File: src/rtl/mem_stage.sv
// Memory-access pipeline stage: registers the execute bus, merges SRAM load data
// with the ALU result, and hands the result to write-back over valid/allow_in.
module mem_stage (
  input  logic        clk,
  input  logic        reset,
  input  logic        es_to_ms_valid,
  output logic        ms_allow_in,
  input  logic [70:0] es_ms_bus,
  input  logic [31:0] data_sram_rdata,
  input  logic        ws_allow_in,
  output logic        ms_to_ws_valid,
  output logic [69:0] ms_ws_bus,
  output logic [4:0]  ms_dest_reg,
  output logic        ms_load,
  output logic [31:0] ms_fwd_value
);

  typedef struct packed {
    logic [31:0] pc;
    logic        gr_we;
    logic [4:0]  dest;
    logic [31:0] alu_result;
    logic        res_from_mem;
  } es_ms_bus_t;

  es_ms_bus_t  r_bus;
  logic        r_valid;
  logic [31:0] r_rdata_buf;
  logic        r_rdata_held;

  logic        w_ready_go;
  logic        w_accept;
  logic [31:0] w_load_data;
  logic [31:0] w_final_result;

  assign w_ready_go     = 1'b1;
  assign ms_allow_in    = !r_valid || (w_ready_go && ws_allow_in);
  assign ms_to_ws_valid = r_valid && w_ready_go;
  assign w_accept       = es_to_ms_valid && ms_allow_in;

  // NOTE: sequential state uses non-blocking assignments so every register
  // samples the pre-edge values, independent of statement order.
  always_ff @(posedge clk) begin
    if (reset) begin
      r_valid      <= 1'b0;
      r_bus        <= '0;
      r_rdata_buf  <= '0;
      r_rdata_held <= 1'b0;
    end else begin
      if (ms_allow_in) begin
        r_valid <= es_to_ms_valid;
      end
      // A new instruction entering wins over capturing the departing one's data.
      if (w_accept) begin
        r_bus        <= es_ms_bus;
        r_rdata_held <= 1'b0;
      end else if (r_valid && !r_rdata_held) begin
        r_rdata_buf  <= data_sram_rdata;
        r_rdata_held <= 1'b1;
      end
    end
  end

  // SRAM data is only live in the first MEM cycle; afterwards the held copy is used.
  assign w_load_data    = r_rdata_held ? r_rdata_buf : data_sram_rdata;
  assign w_final_result = r_bus.res_from_mem ? w_load_data : r_bus.alu_result;

  assign ms_ws_bus    = {r_bus.pc, r_bus.gr_we, r_bus.dest, w_final_result};
  assign ms_dest_reg  = r_valid ? r_bus.dest : 5'd0;
  assign ms_load      = r_valid && r_bus.res_from_mem;
  assign ms_fwd_value = w_final_result;

endmodule

File: config.mk
export PLATFORM = sky130hd
export DESIGN_NAME = mem_stage
export DESIGN_NICKNAME = d
export VERILOG_FILES = /design/src/rtl/mem_stage.sv
export SDC_FILE = /design/constraint.sdc
export NUM_CORES = 1
export LEC_CHECK = 0
export CORE_ASPECT_RATIO = 0.5
export CORE_MARGIN = 8
export CORE_UTILIZATION = 65
export CTS_CLUSTER_DIAMETER = 200
export DETAILED_ROUTE_END_ITERATION = 12
export DONT_BUFFER_PORTS = 1
export PLACE_DENSITY = 0.81
export SLEW_MARGIN = 20
export SYNTH_ARGS = -nofsm -noshare
export SYNTH_HDL_FRONTEND = slang
export SYNTH_SLANG_ARGS = --single-unit
File: constraint.sdc
create_clock -name clk -period 2.05 [get_ports clk]
set_input_delay 0.205 -clock clk [delete_from_list [all_inputs] [get_ports clk]]
set_output_delay 0.205 -clock clk [all_outputs]
set_load 0.01 [all_outputs]
==> results of run 1 <==
[layer usage]
layer	vias to the layer above	part of all wire	track usage
met5	-	0	0
met4	0	0.0051	0.0440
met3	6	0.099	0.100
met2	133	0.46	0.331
met1	1776	0.44	0.239
li1	1968	-	-
[cell families (layout without fill, tap and decap cells)]
kind of cell,after synthesis,in the layout,share of synthesized area
buffers and inverters,133,40,0.147
flip-flops,105,105,0.364
multiplexers,64,64,0.111
AND/OR/NAND/NOR,175,175,0.160
AO/OA/AOI/OAI,177,177,0.218
[registers in the layout (all words and copies together), names as in the netlist]
signal          cells
ms_ws_bus          38
r_bus              33
r_rdata_buf        32
ms_to_ws_valid      1
r_rdata_held        1
[power by group through the flow]
stage / Combinational, mW / Clock [mW] / Sequential (mW)
after floorplan: 0.736 / 0 / 2.24
after global placement: 0.580 / 0 / 2.29
after detailed placement: 0.593 / 0 / 2.30
after CTS: 0.627 / 1.84 / 2.25
after global routing: 0.690 / 1.91 / 2.26
final: 0.625 / 1.80 / 2.25
[through the flow]
step	utilization	instance area, um2	hold slack [ps]	total power, mW	setup slack, ps
floorplan	-	5770	352	2.98	486
global placement	0.604	5240	291	2.87	619
detailed placement	0.604	5240	294	2.89	582
CTS	0.646	5610	0.669	4.72	239
global route	0.650	5640	1.10	4.87	140
finish	0.650	5640	17.2	4.67	269
[synthesized netlist by cell type]
master      n  share of area
inv_1       1        0.00065
inv_2       1        0.00065
dfxtp_1   105           0.36
a211oi_1    1         0.0013
a21oi_1   104          0.090
mux2i_1    64           0.11
nor2_1     33          0.021
buf_6       7          0.014
nand3_1    71          0.062
buf_2      15          0.013
buf_1       6         0.0039
and2_1      6         0.0065
a211oi_4    1         0.0035
clkbuf_1   29          0.019
buf_4      74          0.096
nand2b_1   65          0.070
a21bo_2    71           0.12
[worst paths after layout]
path	startpoint	endpoint	slack [ps]	cells past startpoint
setup / recovery	r_rdata_held$_SDFFE_PP0P_	ms_fwd_value[30]	270	3
hold / removal	data_sram_rdata[31]	r_rdata_buf[31]$_SDFFE_PP0P_	20	2
setup reg to reg	ms_to_ws_valid$_SDFFE_PP0P_	r_bus[3]$_SDFFE_PP0P_	580	4
hold reg to reg	r_rdata_buf[14]$_SDFFE_PP0P_	r_rdata_buf[14]$_SDFFE_PP0P_	470	2
[layout make-up]
class / instances / area [um2] / area share
Timing Repair Buffer: 22 / 238 / 0.0422
Multi-Input combinational cell: 416 / 2830 / 0.502
Clock buffer: 10 / 229 / 0.0406
Inverter: 2 / 7.51 / 0.00133
Sequential cell: 105 / 2100 / 0.373
Clock inverter: 6 / 82.6 / 0.0146
Tap cell: 117 / 146 / 0.0260
==> impl_metrics.ini, run 1 <==
[outcome]
outcome = complete, no violations

[floorplanning]
rows = 24
initial_utilization = 0.665
die_w_um = 149
die_h_um = 82.6
core_mm2 = 0.00868
fp.dieArea_mm2 = 0.0123
ios = 217

[finish]
diodes = 0
fillers = 729
syn_to_final_growth_pct = -2.34
fin_nets = 663
final_common_cell = a21oi_1
final_cell_mix = a21oi_1 (104), dfxtp_1 (103), nand3_1 (71), a21bo_2 (71)
fin_cells = 678
drive_above_1_share = 0.191

[synth]
synth_seq_area_share = 0.364
synthDistinctLibCells = 17
synth_cells = 654
ys_ff_latch = 105
syn_area_mm2 = 0.00577
synth_fp_nets = 761
yosys_warnings = 0
syn_avg_cell_area_um2 = 8.83

[global_route]
grt_pass1_vias = 3860
grt_max_degree = 146
grtUsageTotal = 0.202
grt_pass1_wl_um = 19800
antenna_found_initial = 0
grt-ovfl-total = 0

[routing]
wl_um = 12900
remaining_drc_errors = 0
vias_per_cell = 5.73
vias = 3883
drtIter0Drc = 164
antenna_left = 0
wl_per_cell_um = 19.1
drt-pass1-iter-count = 4

[cts]
cts_tree = yes
clkTransAtPathRegs_ps = 70
cts_root_buf = clkbuf_16
cts_inserted_buffers = 9
worstSkewPairLatency_ps = 340
clk_path_buf_depth = 2
htreeDepth = 3
cts_resized = 0
postCtsSetupBuffers = 0
cts.sinks = 105
cts_hold_buf = 4

[placed_design]
io_buffers = 0
dp_cells = 655
place_congestion = 0.757
hpwl_um = 8850

[sta]
fin_skew_ps = 8.57
finalHoldViolCount = 0
slew_viol_final = 0
fmax_mhz = 562
setup_viol = 0
tightest_slew_ps = 534
min_period_ps = 1780
rsz0062_at_grt = false
setup_tns_ps = 0
period_share = 0.869
slew_headroom = 0.645

[worst_setup_path]
critPathKind = register to primary output
cp.buffers_inverters = 1
max_stage_delay_ps = 450
crit_fanout = 11
worstSetupEndpointType = primary output
cp_top_family = compound AO/OA/AOI/OAI gates
crit_chain = buf_4 > mux2i_1 > a21oi_1
arrival_ps = 1580
cpMaxStageDelayCell = a21oi_1
start_kind = register
crit_required_ps = 1850

[pwr]
p_switching_mw = 1.17
clockPowerShare = 0.385
power_density_mw_per_mm2 = 829
ir_worst_vdd_mv = 0.465
comb_power_share = 0.134
p_int_mw = 3.50
p_seq_frac = 0.482
leakagePower_nw = 2.06
switching_share = 0.251

[min_path]
holdCritPathClass = primary input to register

[job]
cap_violations = 0
(Power assumes the default switching activity.)
==> run 2, diff against run 1 <==
--- a/config.mk
+++ b/config.mk
@@ -5,6 +5,7 @@
 export SDC_FILE = /design/constraint.sdc
 export NUM_CORES = 1
 export LEC_CHECK = 0
+export ABC_AREA = 1
 export CORE_ASPECT_RATIO = 0.5
 export CORE_MARGIN = 8
 export CORE_UTILIZATION = 65
==> run 2 against run 1 <==
Effect of this change:
- total power is 0.84% lower
- critical path depth stayed put
- flip-flop and latch count stayed put
- combinational power is 18% higher
- design area is 10% lower
- wire length is 8.1% lower
- clock skew is 3.3 ps lower
- maximum frequency is 6.4% lower
- largest cell class unchanged
==> impl_metrics.ini, run 2 <==
[routing]
antenna_left = 0
remaining_drc_errors = 0
drt-pass1-iter-count = 4
wl_per_cell_um = 15.4
vias_per_cell = 5.40
wl_um = 11900
vias = 4171
drtIter0Drc = 260

[worst_setup_path]
max_stage_delay_ps = 560
crit_chain = buf_4 > nand2_1 > a21oi_1
cpMaxStageDelayCell = dfxtp_4
crit_fanout = 32
crit_start = r_rdata_held$_SDFFE_PP0P_
start_kind = register
worstSetupEndpointType = primary output
critPathKind = register to primary output
ff2ff_path_depth = 6
arrival_ps = 1700
regToRegStartpoint = ms_to_ws_valid$_SDFFE_PP0P_
rr_endpoint = r_rdata_buf[13]$_SDFFE_PP0P_
crit_required_ps = 1850
worstSetupEndpoint = ms_ws_bus[6]
regToRegSetupSlack_ps = 490

[placed_design]
hpwl_um = 8490
place_congestion = 0.787
io_buffers = 0

[sta]
period_share = 0.928
min_period_ps = 1900
finalHoldViolCount = 0
slew_viol_final = 0
fin_hold_ws_ps = 42.4
tightest_slew_ps = 559
setup_viol = 0
slew_headroom = 0.629
fmax_mhz = 526
rsz0062_at_grt = false
setup_tns_ps = 0
fin_skew_ps = 5.25

[finish]
diodes = 0
fin_nets = 763
drive_above_1_share = 0.0575
final_common_cell = nor2_1
syn_to_final_growth_pct = -4.94
final_cell_mix = nor2_1 (207), dfxtp_1 (103), o21ai_0 (72)
largest_reg_flops = 38

[synth]
synth_cells = 752
synth_top_area_share = 0.395
synthDistinctLibCells = 18
ys_ff_latch = 105
ys_top_cells_by_count = nor2_1 (207), dfxtp_1 (105), buf_4 (79), o21ai_0 (72), nand2_1 (70)
yosys-top-cells-area = dfxtp_1 (39%), nor2_1 (15%), buf_4 (11%)
synth_seq_area_share = 0.395
yosysTopAreaCell = dfxtp_1
synth_most_common_cell = nor2_1
syn_area_mm2 = 0.00532
yosys_warnings = 0
synth_fp_nets = 859
synth_ff_type = dfxtp_1
async_flop_share = 0
synth-edff-count = 0
syn_avg_cell_area_um2 = 7.08

[cts]
clk_path_buf_depth = 2
cts_tree = yes
cts_inserted_buffers = 9
cts_root_buf = clkbuf_16
htreeDepth = 3
postCtsSetupBuffers = 0
worstSkewPairLatency_ps = 330
cts.sinks = 105
clkTransAtPathRegs_ps = 70

[global_route]
grt_max_degree = 73
grt_use_met1 = 0.233
grt_pass1_vias = 3661
grt_pass1_wl_um = 18300
grt-busiest-layer = met2
grt-ovfl-total = 0
use_met3 = 0.0895
grtUsageMet2 = 0.328
grtUsageTotal = 0.198
antenna_found_initial = 1

[floorplanning]
initial_utilization = 0.668
core_mm2 = 0.00797
fp.dieArea_mm2 = 0.0115
die_w_um = 144
die_h_um = 80.0
rows = 23
ios = 217

[pwr]
power_density_mw_per_mm2 = 916
leakagePower_nw = 2.18
ir_worst_vdd_mv = 0.464

[job]
cap_violations = 0

[outcome]
outcome = complete, no violations

[min_path]
holdCritPathClass = primary input to register
[run 2: cell count changes after synthesis, moves of 32 or more]
cell and delta:
o21a_1 +32, nor2_1 +174, nand2_1 +70, nand2b_1 -65, mux2i_1 -64, a21bo_2 -71
inv_1 +40, o21ai_0 +72, nand3_1 -39, a21oi_1 -39
[run 2: timing repair]
action                     CTS  global route
hold buffers                 1             0
setup endpoints to repair   32             4
gates resized for setup      1             2
hold endpoints to repair     1             0
[run 2: routing by layer]
metal,wire length (um),up-vias
met5,13,-
met4,65,2
met3,1270,8
met2,5670,163
met1,4880,1884
li1,-,2114
[run 2: kinds of logic (layout without fill, tap and decap cells)]
family,after synthesis,after routing,synth area share
AO/OA/AOI/OAI,169,169,0.174
buffers and inverters,166,75,0.200
flip-flops,105,105,0.395
AND/OR/NAND/NOR,312,312,0.232
[run 2: area by class of cell]
class                   instances  area, um2
clock buffers                  13        250
clock inverters                 3       26.3
fillers                       738       2910
inverters                      42        165
multi-input cells             481       2170
flip-flops and latches        105       2110
well taps                     112        140
repair buffers                 17        205
[run 2: critical path: cells and delay by family (launching register included)]
family                 cells  cell delay, ps
AO/OA/AOI/OAI              1             430
flip-flops                 1             560
buffers and inverters      1             290
AND/OR/NAND/NOR            1              70
[run 2: how the worst min path moves through the flow]
stage	endpoint	cells after the start	start
2_1_floorplan	ms_to_ws_valid$_SDFFE_PP0P_	1	reset
3_3_place_gp	ms_to_ws_valid$_SDFFE_PP0P_	1	reset
3_5_place_dp	ms_to_ws_valid$_SDFFE_PP0P_	1	reset
4_1_cts	ms_ws_bus[58]$_SDFFE_PP0P_	2	es_ms_bus[59]
5_1_grt	r_bus[28]$_SDFFE_PP0P_	2	es_ms_bus[28]
6_report	ms_ws_bus[58]$_SDFFE_PP0P_	2	es_ms_bus[59]
[run 2: through the flow]
stage                      util  area [um2]  power [mW]  setup slack (ps)  instances
after detailed placement  0.598        4760        3.12               312        756
after global placement    0.598        4760        3.09               342        756
after floorplan               -        5320        3.17               577        752
final                     0.635        5060        4.63               148        773
after CTS                 0.634        5050        4.69               139        773
after global routing      0.635        5060        4.89              5.20        773
[run 2: power breakdown]
group          total (mW)  switching (mW)  leakage, nW  internal (mW)
Sequential           2.33           0.135        0.870           2.20
Clock                1.57           0.700        0.134          0.865
Combinational       0.737           0.497         1.17          0.240
Total                4.63            1.33         2.18           3.30
